$ cat config.mk
export PLATFORM = sky130hd
export DESIGN_NAME = alu_execute_stage
export DESIGN_NICKNAME = d
export VERILOG_FILES = /design/src/rtl/alu_pkg.sv /design/src/rtl/seq_multiplier.sv /design/src/rtl/alu_execute_stage.sv
export SDC_FILE = /design/constraint.sdc
export NUM_CORES = 1
export LEC_CHECK = 0
export CORE_MARGIN = 5
export CORE_UTILIZATION = 42
export DETAILED_ROUTE_END_ITERATION = 7
export PLACE_DENSITY = 0.72
export SKIP_LAST_GASP = 1
export SLEW_MARGIN = 15
export SYNTH_ARGS = -nofsm -noshare
export SYNTH_HDL_FRONTEND = slang
export SYNTH_SLANG_ARGS = --single-unit
$ cat constraint.sdc
create_clock -name clk -period 13.6 [get_ports clk]
set_input_delay 4.08 -clock clk [delete_from_list [all_inputs] [get_ports clk]]
set_output_delay 4.08 -clock clk [all_outputs]
set_load 0.005 [all_outputs]
$ cat src/rtl/alu_pkg.sv
// Shared constants, opcode map, FSM state encoding and the single-cycle ALU function
// for the execute stage.
package alu_pkg;

   localparam int DATA_W = 16;
   localparam int ADDR_W = 5;
   localparam int OP_W   = 4;

   localparam logic [OP_W-1:0] OP_ADD   = 4'd0;
   localparam logic [OP_W-1:0] OP_SUB   = 4'd1;
   localparam logic [OP_W-1:0] OP_AND   = 4'd2;
   localparam logic [OP_W-1:0] OP_OR    = 4'd3;
   localparam logic [OP_W-1:0] OP_XOR   = 4'd4;
   localparam logic [OP_W-1:0] OP_NOT   = 4'd5;
   localparam logic [OP_W-1:0] OP_SHL   = 4'd6;
   localparam logic [OP_W-1:0] OP_SHR   = 4'd7;
   localparam logic [OP_W-1:0] OP_SLT   = 4'd8;
   localparam logic [OP_W-1:0] OP_MUL   = 4'd9;
   localparam logic [OP_W-1:0] OP_PASSB = 4'd10;

   typedef enum logic {
      ST_IDLE = 1'b0,
      ST_MUL  = 1'b1
   } stateT;

   // writes is set only for ops that complete in one cycle; MUL and NOPs leave it clear.
   typedef struct packed {
      logic [DATA_W-1:0] result;
      logic              carry;
      logic              writes;
   } aluOutT;

   // Shifts run on a widened word so the bit falling off the end lands in the carry slot;
   // a shift of zero therefore naturally yields carry 0.
   function automatic aluOutT aluCompute(input logic [OP_W-1:0] op,
                                         input logic [DATA_W-1:0] a,
                                         input logic [DATA_W-1:0] b);
      aluOutT          r;
      logic [DATA_W:0] wide;
      logic [3:0]      amt;
      r    = '0;
      wide = '0;
      amt  = b[3:0];
      case (op)
         OP_ADD: begin
            wide     = {1'b0, a} + {1'b0, b};
            r.result = wide[DATA_W-1:0];
            r.carry  = wide[DATA_W];
            r.writes = 1'b1;
         end
         OP_SUB: begin
            wide     = {1'b0, a} - {1'b0, b};
            r.result = wide[DATA_W-1:0];
            r.carry  = wide[DATA_W];
            r.writes = 1'b1;
         end
         OP_AND: begin
            r.result = a & b;
            r.writes = 1'b1;
         end
         OP_OR: begin
            r.result = a | b;
            r.writes = 1'b1;
         end
         OP_XOR: begin
            r.result = a ^ b;
            r.writes = 1'b1;
         end
         OP_NOT: begin
            r.result = ~a;
            r.writes = 1'b1;
         end
         OP_SHL: begin
            wide     = {1'b0, a} << amt;
            r.result = wide[DATA_W-1:0];
            r.carry  = wide[DATA_W];
            r.writes = 1'b1;
         end
         OP_SHR: begin
            wide     = {a, 1'b0} >> amt;
            r.result = wide[DATA_W:1];
            r.carry  = wide[0];
            r.writes = 1'b1;
         end
         OP_SLT: begin
            r.result = {{(DATA_W-1){1'b0}}, ($signed(a) < $signed(b))};
            r.writes = 1'b1;
         end
         OP_PASSB: begin
            r.result = b;
            r.writes = 1'b1;
         end
         default: r = '0;
      endcase
      return r;
   endfunction

endpackage

$ cat src/rtl/seq_multiplier.sv
// Iterative shift-add multiplier: one partial product per clock, DATA_W iterations.
// done/product are combinational so the final iteration's sum is available on the
// same edge that completes it.
module seq_multiplier
   import alu_pkg::*;
(
   input  logic              clk,
   input  logic              rst,
   input  logic              start,
   input  logic [DATA_W-1:0] a,
   input  logic [DATA_W-1:0] b,
   output logic              done,
   output logic [DATA_W-1:0] product
);

   localparam int CNT_W = $clog2(DATA_W);

   logic [DATA_W-1:0] mcand;
   logic [DATA_W-1:0] mplier;
   logic [DATA_W-1:0] acc;
   logic [DATA_W-1:0] accNext;
   logic [CNT_W-1:0]  count;
   logic              running;

   // Accumulator value after the current iteration's conditional add.
   always_comb begin
      accNext = mplier[0] ? (acc + mcand) : acc;
   end

   assign done    = running && (count == CNT_W'(DATA_W - 1));
   assign product = accNext;

   // Latch operands on start, then shift multiplicand left / multiplier right each cycle.
   always_ff @(posedge clk) begin
      if (rst) begin
         mcand   <= '0;
         mplier  <= '0;
         acc     <= '0;
         count   <= '0;
         running <= 1'b0;
      end else if (start) begin
         mcand   <= a;
         mplier  <= b;
         acc     <= '0;
         count   <= '0;
         running <= 1'b1;
      end else if (running) begin
         acc    <= accNext;
         mcand  <= mcand << 1;
         mplier <= mplier >> 1;
         count  <= count + 1'b1;
         if (count == CNT_W'(DATA_W - 1)) begin
            running <= 1'b0;
         end
      end
   end

endmodule

$ cat src/rtl/alu_execute_stage.sv
// Execute stage: single-cycle ALU ops write back one cycle after accept; MUL holds the
// stage for DATA_W cycles while the sequential multiplier iterates.
module alu_execute_stage
   import alu_pkg::*;
(
   input  logic              clk,
   input  logic              rst,
   input  logic              in_valid,
   output logic              in_ready,
   input  logic [OP_W-1:0]   opcode,
   input  logic [DATA_W-1:0] read_dataA,
   input  logic [DATA_W-1:0] read_dataB,
   input  logic [ADDR_W-1:0] dest_add,
   output logic [ADDR_W-1:0] write_addC,
   output logic [DATA_W-1:0] write_dataC,
   output logic              enable_C,
   output logic              flag_zero,
   output logic              flag_carry,
   output logic              busy
);

   stateT             state;
   stateT             stateNext;
   aluOutT            aluOut;
   logic              accept;
   logic              mulStart;
   logic              mulDone;
   logic [DATA_W-1:0] mulProduct;
   logic [ADDR_W-1:0] mulDest;
   logic              enableNext;
   logic [ADDR_W-1:0] addrNext;
   logic [DATA_W-1:0] dataNext;
   logic              zeroNext;
   logic              carryNext;

   assign in_ready = (state == ST_IDLE) && !rst;
   assign busy     = (state == ST_MUL);
   assign accept   = in_valid && in_ready;
   assign aluOut   = aluCompute(opcode, read_dataA, read_dataB);

   seq_multiplier uMul (
      .clk     (clk),
      .rst     (rst),
      .start   (mulStart),
      .a       (read_dataA),
      .b       (read_dataB),
      .done    (mulDone),
      .product (mulProduct)
   );

   // Next state and next writeback values; outputs hold unless a result is produced.
   always_comb begin
      stateNext  = state;
      mulStart   = 1'b0;
      enableNext = 1'b0;
      addrNext   = write_addC;
      dataNext   = write_dataC;
      zeroNext   = flag_zero;
      carryNext  = flag_carry;
      case (state)
         ST_IDLE: begin
            if (accept && (opcode == OP_MUL)) begin
               mulStart  = 1'b1;
               stateNext = ST_MUL;
            end else if (accept && aluOut.writes) begin
               enableNext = 1'b1;
               addrNext   = dest_add;
               dataNext   = aluOut.result;
               zeroNext   = (aluOut.result == '0);
               carryNext  = aluOut.carry;
            end
         end
         ST_MUL: begin
            if (mulDone) begin
               stateNext  = ST_IDLE;
               enableNext = 1'b1;
               addrNext   = mulDest;
               dataNext   = mulProduct;
               zeroNext   = (mulProduct == '0);
               carryNext  = 1'b0;
            end
         end
         default: stateNext = ST_IDLE;
      endcase
   end

   // State, registered writeback port/flags and the latched MUL destination.
   always_ff @(posedge clk) begin
      if (rst) begin
         state       <= ST_IDLE;
         enable_C    <= 1'b0;
         write_addC  <= '0;
         write_dataC <= '0;
         flag_zero   <= 1'b0;
         flag_carry  <= 1'b0;
         mulDest     <= '0;
      end else begin
         state       <= stateNext;
         enable_C    <= enableNext;
         write_addC  <= addrNext;
         write_dataC <= dataNext;
         flag_zero   <= zeroNext;
         flag_carry  <= carryNext;
         if (mulStart) begin
            mulDest <= dest_add;
         end
      end
   end

endmodule

# Word-level counts from Yosys, hierarchy flattened
# Index checks and enable logic that the tools add are counted.
dict set report totals {
  out_inout_bits 26
  input_bits 44
  word_cells 86
  reg_bits 83
}
dict set report op_classes {
  bitwise 5
  n_eq_ne 14
  n_mux 35
  shifts 2
  addsub 4
  reduce_logical 13
  n_lt_le_gt_ge 1
}
# operator n
set op_table {}
lappend op_table {{16-bit one-hot mux with 10 select lines} 1}
lappend op_table {{16-bit two-way mux} 8}
lappend op_table {{16-bit zero test} 2}
lappend op_table {{16-bit one-hot mux with 2 select lines} 1}
lappend op_table {{16-bit by 16-bit adder with 17-bit output} 1}
lappend op_table {{16-bit by 4-bit left shift with 17-bit output} 1}
lappend op_table {{17-bit by 4-bit right shift with 17-bit output} 1}
lappend op_table {{16-bit by 16-bit subtractor with 17-bit output} 1}
lappend op_table {{16-bit adder} 1}
lappend op_table {{16-bit AND} 1}
lappend op_table {{4-bit by 3-bit equality test with 1-bit output, second input constant} 4}
lappend op_table {{4-bit equality test, second input constant} 4}
lappend op_table {{16-bit < comparator} 1}
lappend op_table {{1-bit two-way mux} 16}
lappend op_table {{16-bit inverter} 1}
lappend op_table {{16-bit OR} 1}
lappend op_table {{16-bit bitwise XOR} 1}
lappend op_table {{5-bit two-way mux} 3}
lappend op_table {{5-bit one-hot mux with 2 select lines} 1}
lappend op_table {{10-bit OR reduction} 1}
lappend op_table {{4-bit by 2-bit equality test with 1-bit output, second input constant} 2}
lappend op_table {{1-bit one-hot mux with 2 select lines} 4}
lappend op_table {{1-bit logical AND} 5}
lappend op_table {{4-bit by 1-bit adder with 4-bit output, second input constant} 1}
lappend op_table {{other kinds (10)} 11}

# Longest topological paths before layout
# Gate-level depths: netlist of run 1.
dict set report depth {
  ltp_word 7
  mapped_depth 15
  ltp_nobuf 14
}

# Modules after synthesis
# A second synthesis of run 1 with hierarchy kept.
dict set report hier_totals {
  cells_unflattened 1136
  hier_area_um2 9002.4
}
# module cells_each seq_area_each_um2 n_inst area_each_um2
set modules_own_cells {}
lappend modules_own_cells {alu_execute_stage 775 600.6 1 6000.8}
lappend modules_own_cells {seq_multiplier 361 1061.0 1 3001.6}

# Least setup slack after synthesis of run 1
# No wires, ideal clock.
dict set report synth_path {
  kind {input -> output}
  start {input port rst}
  end {output port in_ready}
  arrival_ps 4214
  slack_ps 5306
  required_time_ps 9520
  stages 1
  n_path_buf 0
  path_cell_list {nor2_1}
}
dict set report synth_via {
  elab_chain_cells 2
}
# item line_no
set synth_rtl {}
lappend synth_rtl {{start, declared} alu_execute_stage.sv:7} ;# input logic rst,
lappend synth_rtl {{1-bit zero test} alu_execute_stage.sv:36} ;# assign in_ready = (state == ST_IDLE) && !rst;
lappend synth_rtl {{1-bit logical AND} alu_execute_stage.sv:36}
lappend synth_rtl {{end, declared} alu_execute_stage.sv:9} ;# output logic in_ready,
# Every way passes these cells.

# Final worst setup path of run 1
# Same ends and word-level chain as after synthesis.

==> summary.txt, run 1 <==
Routing
  – M1 WL: 13.2 mm
  – DR top layer: met4
  – Iteration-0 DRC Markers: 1,083
  – Antenna Violating Nets Remaining: 0
  – Routed wl met2: 13.4 mm
  – DRC errors left: 0
  – DR vias: 9,031
  – Post-DR vias/cell: 6.42
  – WL final: 31.6 mm
  – Wire length per cell: 22.5 um
  – Met3 wire len: 3.55 mm
  – DR pass1 iterations: 6

Clock tree
  – CTS Root Cell: clkbuf_16
  – Post CTS Setup Buffer Count: 0
  – Skew-Pair Late Insertion Delay: 0.34 ns
  – Post-CTS resize count: 0
  – H-Tree Depth: 3
  – Max clock buf depth: 2
  – Num CTS Buffers: 9
  – CTS tree: built
  – Worst-path clk slew: 0.06 ns
  – Sink Count: 83
  – Hold-fix buffers, CTS: 0

STA
  – Max Clk Rate: 106 MHz
  – Final Cycle Share: 69.1%
  – Final Hold Fails: 0
  – Setup TNS: 0 ns
  – Post-layout min period: 9.39 ns
  – Worst slew pin tran: 1.16 ns
  – Clock skew: 0.00748 ns
  – Max_slew headroom: 22.7%
  – Final setup vio count: 0
  – Final number of max-transition violations: 0
  – RSZ-0062 raised after global routing: no

Power
  – Tot Pwr: 733 uW
  – P_int: 484 uW
  – Reg power frac: 34.4%
  – Pwr dens: 74.9 nW/um^2
  – Maximum vdd drop: 0.0000658 V
  – Combinational power share: 31.4%
  – Leakage power: 3.63 nW
  – Psw: 249 uW
  – Clock Power Share: 34.2%
  – Sw Share: 34.0%

Place
  – Placed Instances: 1,391
  – Placed Area: 9480 sq um
  – Detailed Place HPWL: 23.1 mm
  – RD Place Congestion: 0.993
  – I/O Buffers: 69

Cells and area
  – Fin nets: 1,246
  – Commonest non-fill, non-tap cells in the layout: 125 x nor2_1, 102 x nand2_1, 82 x dfxtp_1
  – Share of post-route cells with drive strength above 1: 6.42%
  – Ant diodes: 0
  – Commonest non-fill, non-tap cell in the layout: nor2_1
  – Cell area after layout: 9780 sq um
  – Layout Cells excl Fill: 1,407
  – Area Growth Syn to Fin: 12.8%

Logic synthesis
  – Seq/Total Area, Yosys: 19.2%
  – Primary FF master, synth: dfxtp_1
  – Cell area after synthesis: 8670 sq um
  – FF+latch count, synth: 83
  – Post-synthesis async set-or-reset flop share: 0%
  – Synthesized Nets: 1,235
  – Synthesized area per cell: 7.73 sq um
  – Synth unique cells: 75
  – Area leader, netlist: dfxtp_1
  – Post-synth top area share: 19.2%
  – Post-Syn Instances: 1,121
  – Synth Warn #: 0
  – EDFF count, synth: 0
  – Largest cells by area after synthesis: dfxtp_1 19%, ha_1 9.7%, mux2i_1 7.8%

Global routing
  – Overall routing resource usage: 25.4%
  – GRT Residual Overflow: 0
  – First-pass GRT wire length: 48.4 mm
  – Pin count of the biggest net entering global routing: 68
  – Initial antenna violation count: 0
  – Vias in the first global route: 8,380

Die
  – Die height: 154 um
  – Die area: 23,600 sq um
  – Starting Density: 42.7%
  – Rows: 52
  – Core Footprint: 20,300 sq um
  – # IOs: 70
  – DIE WIDTH: 154 um

Setup path
  – Slowest CP cell: buf_4
  – Worst Path Required: 9.52 ns
  – CP Capture Type: primary output
  – CP Launch Type: primary input
  – CP Buf/Inv Count: 3
  – Worst Path Arrival: 5.31 ns
  – Cells along the critical path: buf_2 > buf_4 > nor2_1 > clkdlybuf4s50_1
  – Setup CP Type: primary input to primary output
  – CP Max Fanout: 65
  – Family with the most delay on the worst path: buffers and inverters
  – Max stage delay on crit path: 0.54 ns

Worst hold path
  – Hold Crit Class: flip-flop to flip-flop

Run status
  – Run status: finished clean

Run
  – Maxcap violations: 0
## layer usage
metal	up-vias	global-route usage, %
li1	4190	-
met1	4235	35.1
met2	512	38.2
met3	94	5.79
met4	0	10.6
met5	-	0
## synth_stat cells (9+ instances only)
cell type / number
o21ai_0: 47
mux4_2: 14
o21a_1: 9
nand3_1: 17
ha_1: 67
a21oi_1: 81
and3_1: 11
nor2b_1: 19
nand4_1: 11
a31oi_1: 12
clkbuf_1: 59
dfxtp_1: 83
o211ai_1: 22
buf_1: 12
nand2_1: 102
a21o_1: 13
nor3_1: 22
mux2_2: 11
o22ai_1: 12
mux2i_1: 68
xnor2_1: 14
nor2_1: 125
inv_1: 48
nand2b_1: 14
buf_2: 12
a211oi_1: 59
xor2_1: 10
## power by group through the flow
stage	clock [mW]	sequential, mW	combinational, mW
after floorplan	0	0.257	0.144
after global placement	0	0.257	0.221
after detailed placement	0	0.257	0.222
after CTS	0.253	0.252	0.223
after global routing	0.265	0.253	0.245
final	0.251	0.252	0.230
## metrics by stage
stage / util (%) / worst slack (ns) / hold slack [ns]
floorplan: - / 5.31 / 0.436
global placement: 46.7 / 4.23 / 0.442
detailed placement: 46.7 / 4.19 / 0.450
CTS: 48.2 / 4.20 / 0.458
global route: 48.2 / 4.09 / 0.479
finish: 48.2 / 4.21 / 0.456
## flip-flops by register name, summed over array words and instances, names as in the netlist, 4 cells and up
register,flops
write_dataC,16
write_addC,5
mulDest,5
uMul.acc,16
uMul.mplier,16
uMul.mcand,16
uMul.count,4
## area by class of cell
class | instances | area (sq um)
Tap cell | 270 | 338
Multi-Input combinational cell | 901 | 6470
Timing Repair Buffer | 87 | 816
Fill cell | 1997 | 10500
Inverter | 50 | 188
Clock inverter | 6 | 63.8
Sequential cell | 83 | 1660
Clock buffer | 10 | 239
## worst reg2reg max path: stages, from the launching register on
cell	delay, ns
dfxtp_1	0.40
ha_1	0.29
nand2_1	0.12
or4b_2	0.61
o21a_1	0.23
a21o_1	0.19
a31oi_1	0.21
xnor2_1	0.14
mux2i_1	0.16
and3_1	0.26
a41oi_1	0.23
nand2_1	0.07
## worst paths after layout
check / end / slack (ns) / cells after the start / startpoint
max: in_ready / 4.21 / 4 / rst
min: write_dataC[0] / 0.46 / 2 / write_dataC[0]
max reg2reg: flag_zero / 10.57 / 11 / uMul.mcand[7]
min reg2reg: write_dataC[0] / 0.46 / 2 / write_dataC[0]
## kinds of logic (layout without fill, tap and decap cells)
group	Yosys count	in the layout	synth area share (%)
mux	101	101	15.1
simple gates	366	366	20.1
compound gates	340	340	26.5
flops	83	83	19.2
xor+xnor	24	24	2.42
buf+inv	137	153	6.38
fa+ha+maj	70	70	10.4
Note: power is estimated with default switching activity, not from simulation.
==> inputs of run 2 (changes only) <==
--- a/config.mk
+++ b/config.mk
@@ -8,7 +8,7 @@
 export CORE_MARGIN = 5
 export CORE_UTILIZATION = 42
 export DETAILED_ROUTE_END_ITERATION = 7
-export PLACE_DENSITY = 0.72
+export PLACE_DENSITY = 0.74
 export SKIP_LAST_GASP = 1
 export SLEW_MARGIN = 15
 export SYNTH_ARGS = -nofsm -noshare
==> constraint.sdc (replaced) <==
create_clock -name clk -period 8.4 [get_ports clk]
set_input_delay 2.52 -clock clk [delete_from_list [all_inputs] [get_ports clk]]
set_output_delay 2.52 -clock clk [all_outputs]
set_load 0.005 [all_outputs]
==> run 2 against run 1 <==
Sequential share of layout area barely moved. Clock skew rose by 0.0013 ns. Die area did not move. Utilization rose by 0.11 points. Via count rose by 0.81%. Sequential power rose by 62%. Sequential cell count did not move. Combinational power rose by 63%. Critical endpoint is now flag_zero.
==> summary.txt, run 2 (synthesis gave the netlist of run 1 again) <==
Routing
  – Iteration-0 DRC Markers: 1,102
  – Antenna Violating Nets Remaining: 0
  – Wire length per cell: 22.6 um
  – DRC errors left: 0
  – WL final: 31.8 mm
  – DR vias: 9,104
  – DR pass1 iterations: 6
  – Post-DR vias/cell: 6.47

Cells and area
  – Layout Cells excl Fill: 1,408
  – Commonest non-fill, non-tap cell in the layout: nor2_1
  – Fill count: 2,014
  – Share of post-route cells with drive strength above 1: 6.41%
  – Area Growth Syn to Fin: 13.1%
  – Cell area after layout: 9800 sq um
  – FF/Latch Area: 1660 sq um
  – Commonest non-fill, non-tap cells in the layout: 125 x nor2_1, 102 x nand2_1, 82 x dfxtp_1
  – Multi-input gate area: 6470 sq um
  – Fin nets: 1,247
  – Ant diodes: 0

Power
  – Pwr dens: 124 nW/um^2
  – Leakage power: 3.64 nW
  – Maximum vdd drop: 0.0000941 V

Setup path
  – CP Launch Type: primary input
  – CP Buf/Inv Count: 3
  – Worst Path Required: 8.68 ns
  – Cells along the critical path: clkdlybuf4s50_1 > buf_4 > inv_1 > ha_1 > a21o_1 > a22o_1 > nor3_1 > nor3_1 > a211o_1 > or4_1 > or4_1 > nor4_2 > nand4b_1 > nand2_1
  – Reg-to-reg setup timing slack: 5.15 ns
  – Max stage delay on crit path: 0.55 ns
  – Setup CP Type: primary input to flip-flop
  – Slowest CP cell: ha_1
  – CP Max Fanout: 33
  – R2R Path Start: uMul.running
  – CP Capture Type: flip-flop
  – Worst Path Arrival: 6.79 ns
  – Family with the most delay on the worst path: simple AND/OR/NAND/NOR gates
  – Critical Path Source: read_dataB[2]

Clock tree
  – Sink Count: 83
  – Max clock buf depth: 2
  – Hold-fix buffers, CTS: 0
  – Skew-Pair Late Insertion Delay: 0.34 ns
  – CTS Root Cell: clkbuf_16
  – Num CTS Buffers: 9
  – Post-CTS resize count: 0
  – H-Tree Depth: 3
  – Worst-path clk slew: 0.06 ns
  – CTS tree: built
  – Post CTS Setup Buffer Count: 0

Place
  – RD Place Congestion: 1.04
  – Detailed Place HPWL: 24.0 mm
  – I/O Buffers: 69
  – Placed Instances: 1,392
  – Worst slack, placed: 1.61 ns
  – Placed Area: 9480 sq um

STA
  – Final Cycle Share: 77.5%
  – Max Clk Rate: 154 MHz
  – Final number of max-transition violations: 0
  – Final Hold Fails: 0
  – Clock skew: 0.00881 ns
  – Post-layout min period: 6.51 ns
  – Fin worst setup slack: 1.89 ns
  – Max_slew headroom: 27.5%
  – Setup TNS: 0 ns
  – RSZ-0062 raised after global routing: no
  – Worst slew pin tran: 1.09 ns
  – Final setup vio count: 0

Run status
  – Run status: finished clean

Run
  – Maxcap violations: 0

Die
  – Core Footprint: 20,300 sq um
  – Die height: 154 um
  – Die area: 23,600 sq um
  – Rows: 52
  – Starting Density: 42.7%
  – # IOs: 70
  – DIE WIDTH: 154 um

Global routing
  – GRT Residual Overflow: 0
  – Initial antenna violation count: 0
  – Overall routing resource usage: 25.8%
  – Vias in the first global route: 8,316
  – First-pass GRT wire length: 48.9 mm
  – Pin count of the biggest net entering global routing: 71

Worst hold path
  – Hold Crit Class: flip-flop to flip-flop
  – Min-Delay Startpoint: write_dataC[7]
[run 2: changes by cell type in the layout (fill, tap and decap cells not counted)]
cell,change
clkinvlp_4,-1
bufinv_16,+1
clkinv_2,-1
clkinv_4,+1
nor4_2,-1
nor4_1,+1
buf_4,+1
inv_6,+1
clkbuf_8,-1
[run 2: worst paths after layout]
check	endpoint	cells past startpoint
worst min-delay path	write_dataC[7]	2
worst min register to register	write_dataC[7]	2
worst max register to register	flag_zero	11
worst max-delay path	flag_zero	14
[run 2: power breakdown]
part | internal, mW | leakage [nW] | switching (mW) | total, mW
clock | 0.263 | 0.156 | 0.171 | 0.433
combinational | 0.144 | 2.82 | 0.230 | 0.374
sequential | 0.402 | 0.672 | 0.00587 | 0.408
total | 0.808 | 3.64 | 0.407 | 1.22
[run 2: final cells by class]
| cell class | count | area share [%] |
|---|---|---|
| Multi-Input combinational cell | 901 | 66.0 |
| Sequential cell | 83 | 17.0 |
| Timing Repair Buffer | 88 | 8.40 |
| Tap cell | 270 | 3.45 |
| Clock buffer | 9 | 2.30 |
| Inverter | 50 | 1.91 |
| Clock inverter | 7 | 1.01 |
[run 2: per-stage QoR]
step | utilization, % | hold slack (ns) | total power [mW]
floorplan | - | 0.436 | 0.648
global placement | 46.7 | 0.441 | 0.778
detailed placement | 46.7 | 0.447 | 0.778
CTS | 48.3 | 0.456 | 1.21
global route | 48.3 | 0.474 | 1.26
finish | 48.3 | 0.453 | 1.22
[run 2: layer usage]
| layer | GRT usage (%) | vias to the layer above | part of all wire, % |
|---|---|---|---|
| li1 | - | 4182 | - |
| met1 | 35.5 | 4306 | 42 |
| met2 | 41.2 | 523 | 45 |
| met3 | 4.27 | 93 | 9.5 |
| met4 | 8.87 | 0 | 3.9 |
| met5 | 0 | - | 0 |
[run 2: worst reg2reg max path: stages, from the launching register on]
cell and delay (ns):
dfxtp_2 0.31, buf_4 0.63, nand4_1 0.37, nor2_1 0.26, nor2_1 0.06, buf_4 0.21, nor2_1 0.27, nand2b_1 0.11
or4_1 0.53, nor4_2 0.23, nand4b_1 0.13, nand2_1 0.07
==> inputs of run 3 (changes only) <==
==> constraint.sdc (replaced) <==
create_clock -name clk -period 5.4 [get_ports clk]
set_input_delay 1.62 -clock clk [delete_from_list [all_inputs] [get_ports clk]]
set_output_delay 1.62 -clock clk [all_outputs]
set_load 0.005 [all_outputs]
==> run 3 against run 2 <==
Via count grew 2.0%. Sequential cell count is the same. Final cell count grew 4.8%. Non-clock buffer count grew 68. Sequential power grew 56%. Largest power group is now sequential cells. Global-route usage grew 0.41 points. Largest cell class unchanged. Utilization grew 2.8 points.
==> summary.txt, run 3 (synthesis gave the netlist of run 1 again) <==
Setup path
  – Worst r2r path cells: 11
  – CP Capture Type: flip-flop
  – Worst Path Required: 5.68 ns
  – Setup CP Type: primary input to flip-flop
  – Family with the most delay on the worst path: simple AND/OR/NAND/NOR gates
  – CP Max Fanout: 3
  – Reg-to-reg setup timing slack: 2.24 ns
  – CP Launch Type: primary input
  – R2R Path Start: uMul.mcand[7]
  – CP Buf/Inv Count: 3
  – Max stage delay on crit path: 0.60 ns
  – Cells along the critical path: clkdlybuf4s50_1 > inv_1 > ha_1 > inv_1 > fa_1 > nor2b_1 > o21ai_0 > nand3_1 > xnor2_1 > a211o_1 > or4_1 > or4_1 > nor4_2 > nand4b_1 > nand2_1
  – Worst Path Arrival: 5.20 ns
  – Slowest CP cell: or4_1
  – RR Endpoint: flag_zero

Die
  – Rows: 52
  – DIE WIDTH: 154 um
  – Starting Density: 42.7%
  – Core Footprint: 20,300 sq um
  – Die area: 23,600 sq um
  – Die height: 154 um
  – # IOs: 70

Cells and area
  – Ant diodes: 0
  – Commonest non-fill, non-tap cells in the layout: 125 x nor2_1, 102 x nand2_1, 82 x dfxtp_1
  – FF/Latch Area: 1660 sq um
  – Commonest non-fill, non-tap cell in the layout: nor2_1
  – Fill count: 1,974
  – Cell area after layout: 10,400 sq um
  – Share of post-route cells with drive strength above 1: 11.6%
  – Area Growth Syn to Fin: 19.6%
  – Multi-input gate area: 6460 sq um
  – Layout Cells excl Fill: 1,476
  – Fin nets: 1,315

Place
  – Placed Instances: 1,460
  – Placed Area: 10,100 sq um
  – Detailed Place HPWL: 25.0 mm
  – RD Place Congestion: 1.04
  – I/O Buffers: 69

Worst hold path
  – Hold worst-path end: write_dataC[8]
  – Hold Crit Class: flip-flop to flip-flop
  – WHS Path Cells: 2
  – Min-Delay Startpoint: write_dataC[8]

STA
  – RSZ-0062 raised after global routing: no
  – Setup TNS: 0 ns
  – Final Hold Fails: 0
  – Worst slew pin tran: 1.10 ns
  – Final number of max-transition violations: 0
  – Max Clk Rate: 203 MHz
  – Final setup vio count: 0
  – Clock skew: 0.00772 ns
  – Final Cycle Share: 91.2%
  – Hold Slack: 0.454 ns
  – Max_slew headroom: 26.5%
  – Post-layout min period: 4.93 ns

Routing
  – DR pass1 iterations: 6
  – Antenna Violating Nets Remaining: 0
  – DRC errors left: 0
  – WL final: 32.2 mm
  – Wire length per cell: 21.8 um
  – Post-DR vias/cell: 6.29
  – Iteration-0 DRC Markers: 1,104
  – DR vias: 9,284

Clock tree
  – Num CTS Buffers: 9
  – Post CTS Setup Buffer Count: 0
  – Skew-Pair Late Insertion Delay: 0.34 ns
  – Hold-fix buffers, CTS: 0
  – Sink Count: 83
  – H-Tree Depth: 3
  – CTS Root Cell: clkbuf_16
  – Post-CTS resize count: 0
  – CTS tree: built
  – Worst-path clk slew: 0.06 ns
  – Max clock buf depth: 2

Power
  – Leakage power: 3.99 nW
  – Maximum vdd drop: 0.000119 V
  – Pwr dens: 183 nW/um^2

Global routing
  – Pin count of the biggest net entering global routing: 68
  – Overall routing resource usage: 26.2%
  – First-pass GRT wire length: 49.7 mm
  – GRT Residual Overflow: 0
  – Initial antenna violation count: 0
  – Vias in the first global route: 8,593

Run status
  – Run status: finished clean

Run
  – Maxcap violations: 0
-- run 3: changes by cell type in the layout (fill, tap and decap cells not counted), sizes merged --
| cell | before | now |
|---|---|---|
| buf | 21 | 89 |
| bufinv | 2 | 1 |
| inv | 52 | 53 |
-- run 3: per-stage QoR --
stage                     setup slack, ns  util [%]  power [mW]
after floorplan                     0.386         -        1.01
after global placement              0.165      49.6        1.26
after detailed placement            0.139      49.6        1.26
after CTS                           0.488      51.1        1.89
after global routing                0.232      51.1        1.97
final                               0.475      51.1        1.90
-- run 3: worst max path at each step --
stage	startpoint	endpoint	slack (ns)	cells after the start
after floorplan	read_dataB[2]	flag_zero	0.39	15
after global placement	read_dataA[0]	flag_zero	0.17	15
after detailed placement	read_dataA[0]	flag_zero	0.14	15
after CTS	read_dataA[0]	flag_zero	0.49	15
after global routing	read_dataA[0]	flag_zero	0.23	15
final	read_dataA[0]	flag_zero	0.47	15
-- run 3: tightest hold or removal path, stage by stage (launching register included) --
cell and delay [ns]:
dfxtp_1 0.31, nand2_1 0.05, a21oi_1 0.05
-- run 3: report_power, final --
part           internal (mW)  leakage [nW]  switching, mW
Combinational          0.264          3.17          0.368
Clock                  0.366         0.149          0.263
Sequential             0.625         0.672        0.00942
-- run 3: layer usage --
metal,routed length (um),GRT usage [%],vias to the layer above
li1,-,-,4327
met1,13700,36.0,4349
met2,14100,41.1,510
met3,2930,4.19,98
met4,1480,10.8,0
met5,0,0,-
-- run 3: layout make-up --
cell class | count | share of cell area, %
timing repair buffer | 156 | 13.6
sequential | 83 | 16.0
tap | 270 | 3.26
multi-input combinational | 901 | 62.3
clock inverter | 7 | 0.808
clock buffer | 9 | 2.17
inverter | 50 | 1.81
